--- config.mk ---
export PLATFORM = sky130hd
export DESIGN_NAME = ahb_mem_slave
export DESIGN_NICKNAME = d
export VERILOG_FILES = /design/src/rtl/ahb_mem_slave.sv
export SDC_FILE = /design/constraint.sdc
export NUM_CORES = 1
export LEC_CHECK = 0
export ABC_AREA = 1
export BUFFER_PORTS_ARGS = -buffer_cell sky130_fd_sc_hd__buf_2
export CAP_MARGIN = 20
export CORE_ASPECT_RATIO = 1.25
export CORE_MARGIN = 4
export CORE_UTILIZATION = 37
export DETAILED_ROUTE_END_ITERATION = 12
export PLACE_DENSITY = 0.91
export RECOVER_POWER = 50
export SETUP_SLACK_MARGIN = 0.02
export SYNTH_ARGS = -nofsm -noshare
export SYNTH_HDL_FRONTEND = slang
export SYNTH_SLANG_ARGS = --single-unit
export TNS_END_PERCENT = 10
--- constraint.sdc ---
create_clock -name clk -period 2.07 [get_ports clk]
set_clock_uncertainty 0.15 [all_clocks]
set_input_delay 0.621 -clock clk [delete_from_list [all_inputs] [get_ports clk]]
set_output_delay 0.621 -clock clk [all_outputs]
set_load 0.02 [all_outputs]
--- src/rtl/ahb_mem_slave.sv ---
// ahb_mem_slave
//   AHB-Lite slave that fronts a single-ported synchronous SRAM. Every legal
//   transfer is stretched by WAIT_STATES HReady-low cycles followed by one
//   HReady-high data cycle. Misaligned or oversized transfers get the
//   two-cycle ERROR response and never touch the memory.
//
// Parameters
//   WAIT_STATES : HReady-low cycles per OKAY transfer (1..15)
//   ADDR_BITS   : width of the SRAM word address
//
// Ports
//   clk, rst        : rising-edge clock, asynchronous active-high reset
//   HSel            : slave select from the bus decoder
//   HAddress        : address-phase byte address
//   HTrans          : transfer type (IDLE/BUSY/NONSEQ/SEQ)
//   HSize           : transfer size (byte/half/word)
//   HWrite          : 1 = write, 0 = read
//   HWrite_data     : write data, valid in the data phase
//   HRead_data      : read data, zero outside read data cycles
//   HReady          : transfer done / accept qualifier
//   HResp           : 00 OKAY, 01 ERROR
//   mem_cs, mem_we  : SRAM chip select and byte write enables
//   mem_addr        : SRAM word address (latched HAddress[ADDR_BITS+1:2])
//   mem_wdata       : SRAM write data
//   mem_rdata       : SRAM read data, valid one cycle after a read select

`ifndef AHB_TRANS_BITS
`define AHB_TRANS_BITS 2
`endif
`ifndef AHB_SIZE_BITS
`define AHB_SIZE_BITS 3
`endif

module ahb_mem_slave #(
   parameter int WAIT_STATES = 1,
   parameter int ADDR_BITS   = 14
) (
   input  logic                        clk,
   input  logic                        rst,
   input  logic                        HSel,
   input  logic [31:0]                 HAddress,
   input  logic [`AHB_TRANS_BITS-1:0]  HTrans,
   input  logic [`AHB_SIZE_BITS-1:0]   HSize,
   input  logic                        HWrite,
   input  logic [31:0]                 HWrite_data,
   output logic [31:0]                 HRead_data,
   output logic                        HReady,
   output logic [1:0]                  HResp,
   output logic                        mem_cs,
   output logic [3:0]                  mem_we,
   output logic [ADDR_BITS-1:0]        mem_addr,
   output logic [31:0]                 mem_wdata,
   input  logic [31:0]                 mem_rdata
);

   typedef enum logic [2:0] {
      stIdle,
      stWait,
      stData,
      stErr1,
      stErr2
   } stateType;

   localparam logic [3:0] waitLoad = 4'(WAIT_STATES);

   stateType               state;
   stateType               nextState;
   logic [3:0]             waitCount;
   logic [ADDR_BITS+1:0]   addrReg;
   logic                   writeReg;
   logic [2:0]             sizeReg;
   logic                   accept;
   logic                   badTransfer;
   logic                   lastWait;
   logic                   readSelect;
   logic                   writeSelect;
   logic [3:0]             laneMask;
   logic                   unusedBits;

   // Address bits above the memory window and HTrans[0] (NONSEQ vs SEQ) do
   // not influence this slave; they are folded here so nothing dangles.
   assign unusedBits = ^{HAddress[31:ADDR_BITS+2], HTrans[0]};

   // HReady is purely a function of state: low only while a transfer is
   // being stretched (WAIT) or in the first ERROR cycle. Because it depends
   // on the state flops alone, reset forces it high immediately.
   always_comb begin
      HReady = 1'b1;
      HResp  = 2'b00;
      case (state)
         stWait:  HReady = 1'b0;
         stErr1: begin
            HReady = 1'b0;
            HResp  = 2'b01;
         end
         stErr2:  HResp  = 2'b01;
         default: begin
            HReady = 1'b1;
            HResp  = 2'b00;
         end
      endcase
   end

   // A new transfer is taken whenever we are selected with NONSEQ/SEQ and
   // our own HReady is high, which covers both the idle case and the
   // pipelined address arriving during a DATA or ERR2 cycle. Misalignment
   // and unsupported sizes are judged on the incoming address phase so the
   // very next state is already the ERROR path.
   always_comb begin
      accept      = HSel && HTrans[1] && HReady;
      badTransfer = (HSize > 3'b010)
                 || ((HSize == 3'b001) && HAddress[0])
                 || ((HSize == 3'b010) && (HAddress[1:0] != 2'b00));
   end

   // Next-state logic. WAIT runs until the counter reaches 1, giving exactly
   // WAIT_STATES low cycles before the single DATA cycle.
   always_comb begin
      nextState = state;
      case (state)
         stIdle, stData, stErr2: begin
            if (accept) begin
               nextState = badTransfer ? stErr1 : stWait;
            end else begin
               nextState = stIdle;
            end
         end
         stWait: begin
            if (lastWait) begin
               nextState = stData;
            end
         end
         stErr1:  nextState = stErr2;
         default: nextState = stIdle;
      endcase
   end

   // State, wait counter and the latched address-phase controls. The
   // counter is loaded only for transfers heading into WAIT, and the address
   // controls are captured on every accept so the lane mask and SRAM address
   // stay stable for the whole data phase.
   always_ff @(posedge clk or posedge rst) begin
      if (rst) begin
         state     <= stIdle;
         waitCount <= 4'd0;
         addrReg   <= '0;
         writeReg  <= 1'b0;
         sizeReg   <= 3'b000;
      end else begin
         state <= nextState;
         if (accept && !badTransfer) begin
            waitCount <= waitLoad;
         end else if (state == stWait) begin
            waitCount <= waitCount - 4'd1;
         end
         if (accept) begin
            addrReg  <= HAddress[ADDR_BITS+1:0];
            writeReg <= HWrite;
            sizeReg  <= HSize;
         end
      end
   end

   // Byte-lane enables for writes, derived from the latched size and the
   // two low address bits.
   always_comb begin
      laneMask = 4'b0000;
      case (sizeReg)
         3'b000:  laneMask = 4'b0001 << addrReg[1:0];
         3'b001:  laneMask = addrReg[1] ? 4'b1100 : 4'b0011;
         3'b010:  laneMask = 4'b1111;
         default: laneMask = 4'b0000;
      endcase
   end

   // SRAM and read-data drive. Reads select the SRAM in the last WAIT cycle
   // so its one-cycle latency lands the word exactly on the DATA cycle;
   // writes select it in the DATA cycle when HWrite_data is valid. Outside
   // those windows everything is held at zero, and ERROR transfers never
   // reach either window.
   always_comb begin
      lastWait    = (state == stWait) && (waitCount <= 4'd1);
      readSelect  = lastWait && !writeReg;
      writeSelect = (state == stData) && writeReg;
      mem_cs      = readSelect || writeSelect;
      mem_we      = writeSelect ? laneMask : 4'b0000;
      mem_addr    = addrReg[ADDR_BITS+1:2];
      mem_wdata   = writeSelect ? HWrite_data : 32'h0000_0000;
      HRead_data  = ((state == stData) && !writeReg) ? mem_rdata : 32'h0000_0000;
   end

endmodule

# Word level (Yosys, flattened, before mapping)
# Index checks and enable logic that the tools add are counted.
[word_totals]
out_inout_bits = 86
word_cells = 52
reg_bits = 27
in_bits = 105
[op_classes]
order_cmp = 2
n_addsub = 1
shift = 1
n_mux = 13
eq_ne = 9
reduce_logical = 21
[op_table]
columns = ["operator", "count"]
rows = [
  ["$mux W32", 2],
  ["$mux W4", 4],
  ["$eq A3 B2 Y1 const B", 4],
  ["$pmux W4 S3", 1],
  ["$eq A3 B1 Y1 const B", 3],
  ["$logic_and A1 B1 Y1", 9],
  ["$pmux W3 S3", 1],
  ["$logic_not A3 Y1", 2],
  ["$le A4 B1 Y1 const B", 1],
  ["$mux W2", 2],
  ["$reduce_bool A2 Y1", 2],
  ["$reduce_or A2 Y1", 2],
  ["$shl A1 B2 Y4 const A", 1],
  ["$sub A4 B1 Y4 const B", 1],
  ["$eq A3 B3 Y1 const B", 1],
  ["$gt A3 B2 Y1 const B", 1],
  ["$logic_or A1 B1 Y1", 3],
  ["$mux W3", 1],
  ["$reduce_or A3 Y1", 1],
  ["$logic_not A1 Y1", 2],
  ["$mux W1", 2],
  ["$ne A2 B2 Y1 const B", 1],
]

# Logic depth before layout (Yosys ltp)
[logic_depth]
ltp_word = 7
mapped_depth = 8
depth_no_buf = 8

# Worst setup path before layout
# Ideal clock, no wire load.
[synth_path]
path_kind = "register to output"
startpoint = "register waitCount[0]"
endpoint = "output port mem_cs"
required_time_ns = 1.299
n_path_buf = 0
arrival_ns = 1.178
setup_slack_ns = 0.121
path_stages_with_launch = 7
path_cell_list = "dfrtp_1 > inv_1 > ha_1 > nor2_1 > nor3_1 > nand3_1 > nand2_1"
[synth_between]
elab_chain_len = 4
[synth_lines]
columns = ["element", "line_no", "text"]
rows = [
  ["from (decl)", "68", "logic [3:0] waitCount;"],
  ["from (signal assigned)", "152", "waitCount <= waitLoad;"],
  ["from (signal assigned)", "154", "waitCount <= waitCount - 4'd1;"],
  ["$le A4 B1 Y1", "182", "lastWait = (state == stWait) && (waitCount <= 4'd1);"],
  ["$logic_and A1 B1 Y1", "182", ""],
  ["$logic_and A1 B1 Y1", "183", "readSelect = lastWait && !writeReg;"],
  ["$logic_or A1 B1 Y1", "185", "mem_cs = readSelect || writeSelect;"],
  ["to (decl)", "49", "output logic mem_cs,"],
]
# Every way passes these cells.

# Worst setup path after layout
[layout_path]
startpoint = "register state[2]"
endpoint = "output port HRead_data[18]"
[layout_between]
elab_chain_len = 3
[layout_lines]
columns = ["element", "line_no", "text"]
rows = [
  ["from (decl)", "66", "stateType state;"],
  ["from (signal assigned)", "144", "state <= stIdle;"],
  ["from (signal assigned)", "150", "state <= nextState;"],
  ["$eq A3 B2 Y1", "189", "HRead_data = ((state == stData) && !writeReg) ? mem_rdata : 32'h0000_0000;"],
  ["$logic_and A1 B1 Y1", "189", ""],
  ["$mux W32", "189", ""],
  ["to (decl)", "46", "output logic [31:0] HRead_data,"],
]
# Every way passes these cells.

==> flow_metrics.env <==
export IMPL_status="finished, violations left"
export IMPL_violations="negative setup slack"
export IMPL_drive_gt1_share_pct=53.5
export IMPL_synthFlopType="dfrtp_1"
export IMPL_first_global_vias=2321
export IMPL_fin_util_pct=71.6
export IMPL_cts_buffers=3
export IMPL_p_total_w=0.00362
export IMPL_synth_common_cells="inv_1, nor2_1, nand2_1, dfrtp_1, buf_4"
export IMPL_post_route_period_util_pct=110
export IMPL_total_leakage_power_nw=2.28
export IMPL_route_vias_total=2613
export IMPL_place_congestion=0.767
export IMPL_fin_ws_ns=-0.207
export IMPL_die_area_mm2=0.00652
export IMPL_antenna_found_initial=1
export IMPL_drc=0
export IMPL_grt_pass1_wl_mm=10.1
export IMPL_irDropWorstVdd_mv=0.685
export IMPL_max_cap_viol_count=0
export IMPL_ys_seq_area_share_pct=34.5
export IMPL_power_share_clock_pct=8.6
export IMPL_grt_start_max_net_pins=33
export IMPL_critPathLaunchType="register"
export IMPL_fin_nets=609
export IMPL_hold_slack_ns=0.338
export IMPL_dp_slack_ns=0.0291
export IMPL_core_mm2=0.00512
export IMPL_p_sw_w=0.00167
export IMPL_cts_tree="done"
export IMPL_drtIter0Drc=68
export IMPL_synth_edff_count=0
export IMPL_root_buffer="clkbuf_8"
export IMPL_yosysTopAreaCell="dfrtp_1"
export IMPL_max_slew_margin_rel_pct=57.1
export IMPL_synth_cells=322
export IMPL_layout_min_cycle_time_ns=2.28
export IMPL_path_buf_inv=4
export IMPL_synth_net_count=429
export IMPL_worst_slew_pin_slew_ns=0.644
export IMPL_crit_type="register to output pin"
export IMPL_multi_input_area_mm2=0.00103
export IMPL_worstSetupEndpointType="output pin"
export IMPL_synth_area_leaders="dfrtp_1, inv_1, nor2_1, nand2_1, buf_4"
export IMPL_grt_overflow=0
export IMPL_n_fill_cell=377
export IMPL_grt_usage_pct=19.4
export IMPL_clkTransAtPathRegs_ns=0.10
export IMPL_syn_area_mm2=0.00196
export IMPL_antenna_left=0
export IMPL_syn_area_per_cell_um2=6.07
export IMPL_power_switching_share_pct=46.1
export IMPL_cts_max_level=1
export IMPL_hold_violations=0
export IMPL_cp_max_fo=16
export IMPL_hold_path_class="register to register"
export IMPL_die_w_um=73.0
export IMPL_critical_path_top_delay_family="buffers and inverters"
export IMPL_drv_slew=0
export IMPL_ff_latch_area_um2=679
export IMPL_drt_pass1_iterations=6
export IMPL_row_count=29
export IMPL_clkLatencyLatePin_ns=0.27
export IMPL_syn_to_final_growth_pct=87.3
export IMPL_clk_path_buf_depth=2
export IMPL_cts_sinks=27
export IMPL_viasPerCell=4.63
export IMPL_synth_most_common_cell="inv_1"
export IMPL_power_internal_w=0.00195
export IMPL_async_flop_share_pct=100
export IMPL_rsz0062_at_grt="yes"
export IMPL_critical_path_slowest_cell="dfrtp_1"
export IMPL_synth_seq_cells=27
export IMPL_wl_per_cell_um=14.6
export IMPL_synth_cell_types=21
export IMPL_cp_required_ns=1.30
export IMPL_slowest_delay_ns=0.40
export IMPL_hpwl_mm=5.13
export IMPL_initial_core_util_pct=38.2
export IMPL_cp_arrival_ns=1.51
export IMPL_yosys_warnings=0
export IMPL_wirelength_mm=8.22
export IMPL_setup_viol=69
export IMPL_die_h_um=89.3
export IMPL_cp_cell_sequence="inv_2 > nand4_1 > buf_6 > clkbuf_16 > nor2_1 > buf_4"
export IMPL_yosysTopAreaCellShare_pct=34.5
export IMPL_clock_fmax_mhz=439
export IMPL_ios=191
export IMPL_combPwrFrac_pct=66.0
export IMPL_p_per_area_mw_per_mm2=988
export IMPL_port_buffers=172
export IMPL_pwr_share_seq_pct=25.3
worst min-delay path, stage by stage, from the launching register on:
cell	delay (ns)
dfrtp_1	0.36
nand2_1	0.05
nand2_1	0.05
state kept, by name (all words and copies together) (netlist names):
signal and flops:
addrReg 16, sizeReg 3, state 3, waitCount 4, writeReg 1
placed cells by master, fill, tap and decap left out, types with 2 or more instances in the layout:
cell type  instances
dfrtp_2            3
buf_12             2
o21ai_0            2
inv_2              7
clkbuf_1           3
a21oi_1            2
o21ai_1            4
nand3_1            9
dfrtp_1           24
buf_4             56
nand4_1            6
nand2_4            2
buf_16             2
clkbuf_16          2
clkbuf_8           3
nor3_2             2
ha_4               2
nor2_4            18
buf_6             34
nor2_2            31
inv_1             82
buf_2             99
nor2_1            28
nand2_1           70
cell type report:
cell class                      instances  area share (%)
Antenna cell                            1          0.0683
Clock buffer                            3            1.13
Clock inverter                          1           0.239
Inverter                               89            9.12
Multi-Input combinational cell        181            28.0
Sequential cell                        27            18.5
Tap cell                               62            2.12
Timing Repair Buffer                  200            40.7
final timing paths:
check,to,from,cells after the start,slack [ns]
max in group asynchronous,writeReg$_DFFE_PP0P_,rst,3,0.97
hold / removal,addrReg[11]$_DFFE_PP0P_,addrReg[11]$_DFFE_PP0P_,2,0.34
hold reg to reg,addrReg[11]$_DFFE_PP0P_,addrReg[11]$_DFFE_PP0P_,2,0.34
setup / recovery,HRead_data[18],state[2]$_DFFE_PP0P_,6,-0.21
min in group asynchronous,addrReg[3]$_DFFE_PP0P_,rst,3,0.35
setup reg to reg,addrReg[0]$_DFFE_PP0P_,state[2]$_DFFE_PP0P_,7,0.25
metal layers:
layer / up-vias / wire, um / GRT usage, % / part of all wire [%]
met3: 26 / 838 / 3.26 / 10
met1: 1186 / 2750 / 21.7 / 33
met4: 0 / 272 / 8.56 / 3.3
li1: 1255 / - / - / -
met2: 146 / 4360 / 35.8 / 53
met5: - / 0 / 0 / 0
what timing repair did:
item / in CTS / in global routing
resized for setup: 75 / 120
setup endpoints to repair: 69 / 70
setup buffers: 8 / 9
hold buffers: 0 / 0
gates cloned: 3 / 2
pin swaps: 6 / 8
metrics by stage:
stage          cells  setup TNS [ns]  cell area, um2
6_report         564           -9.30            3660
5_1_grt          564          -13.23            3660
4_1_cts          552           -9.18            3200
3_5_place_dp     537               0            2770
3_3_place_gp     537               0            2770
2_1_floorplan    322               0            1960
power groups by stage:
stage	Clock (W)	Sequential (W)	Combinational, W
after floorplan	0	0.000857	0.00120
after global placement	0	0.000881	0.00153
after detailed placement	0	0.000895	0.00158
after CTS	0.000318	0.000912	0.00194
after global routing	0.000342	0.000942	0.00256
final	0.000313	0.000916	0.00239
logic make-up after synthesis:
| family | count (synthesis) | synth area share, % |
|---|---|---|
| adders and majority gates | 2 | 1.28 |
| DFF | 27 | 34.5 |
| and+or+nand+nor | 167 | 35.1 |
| other | 1 | 0.192 |
| AOI/OAI and AO/OA | 11 | 3.01 |
| buffers and inverters | 114 | 25.8 |
Power figures use the tool's default switching activity.
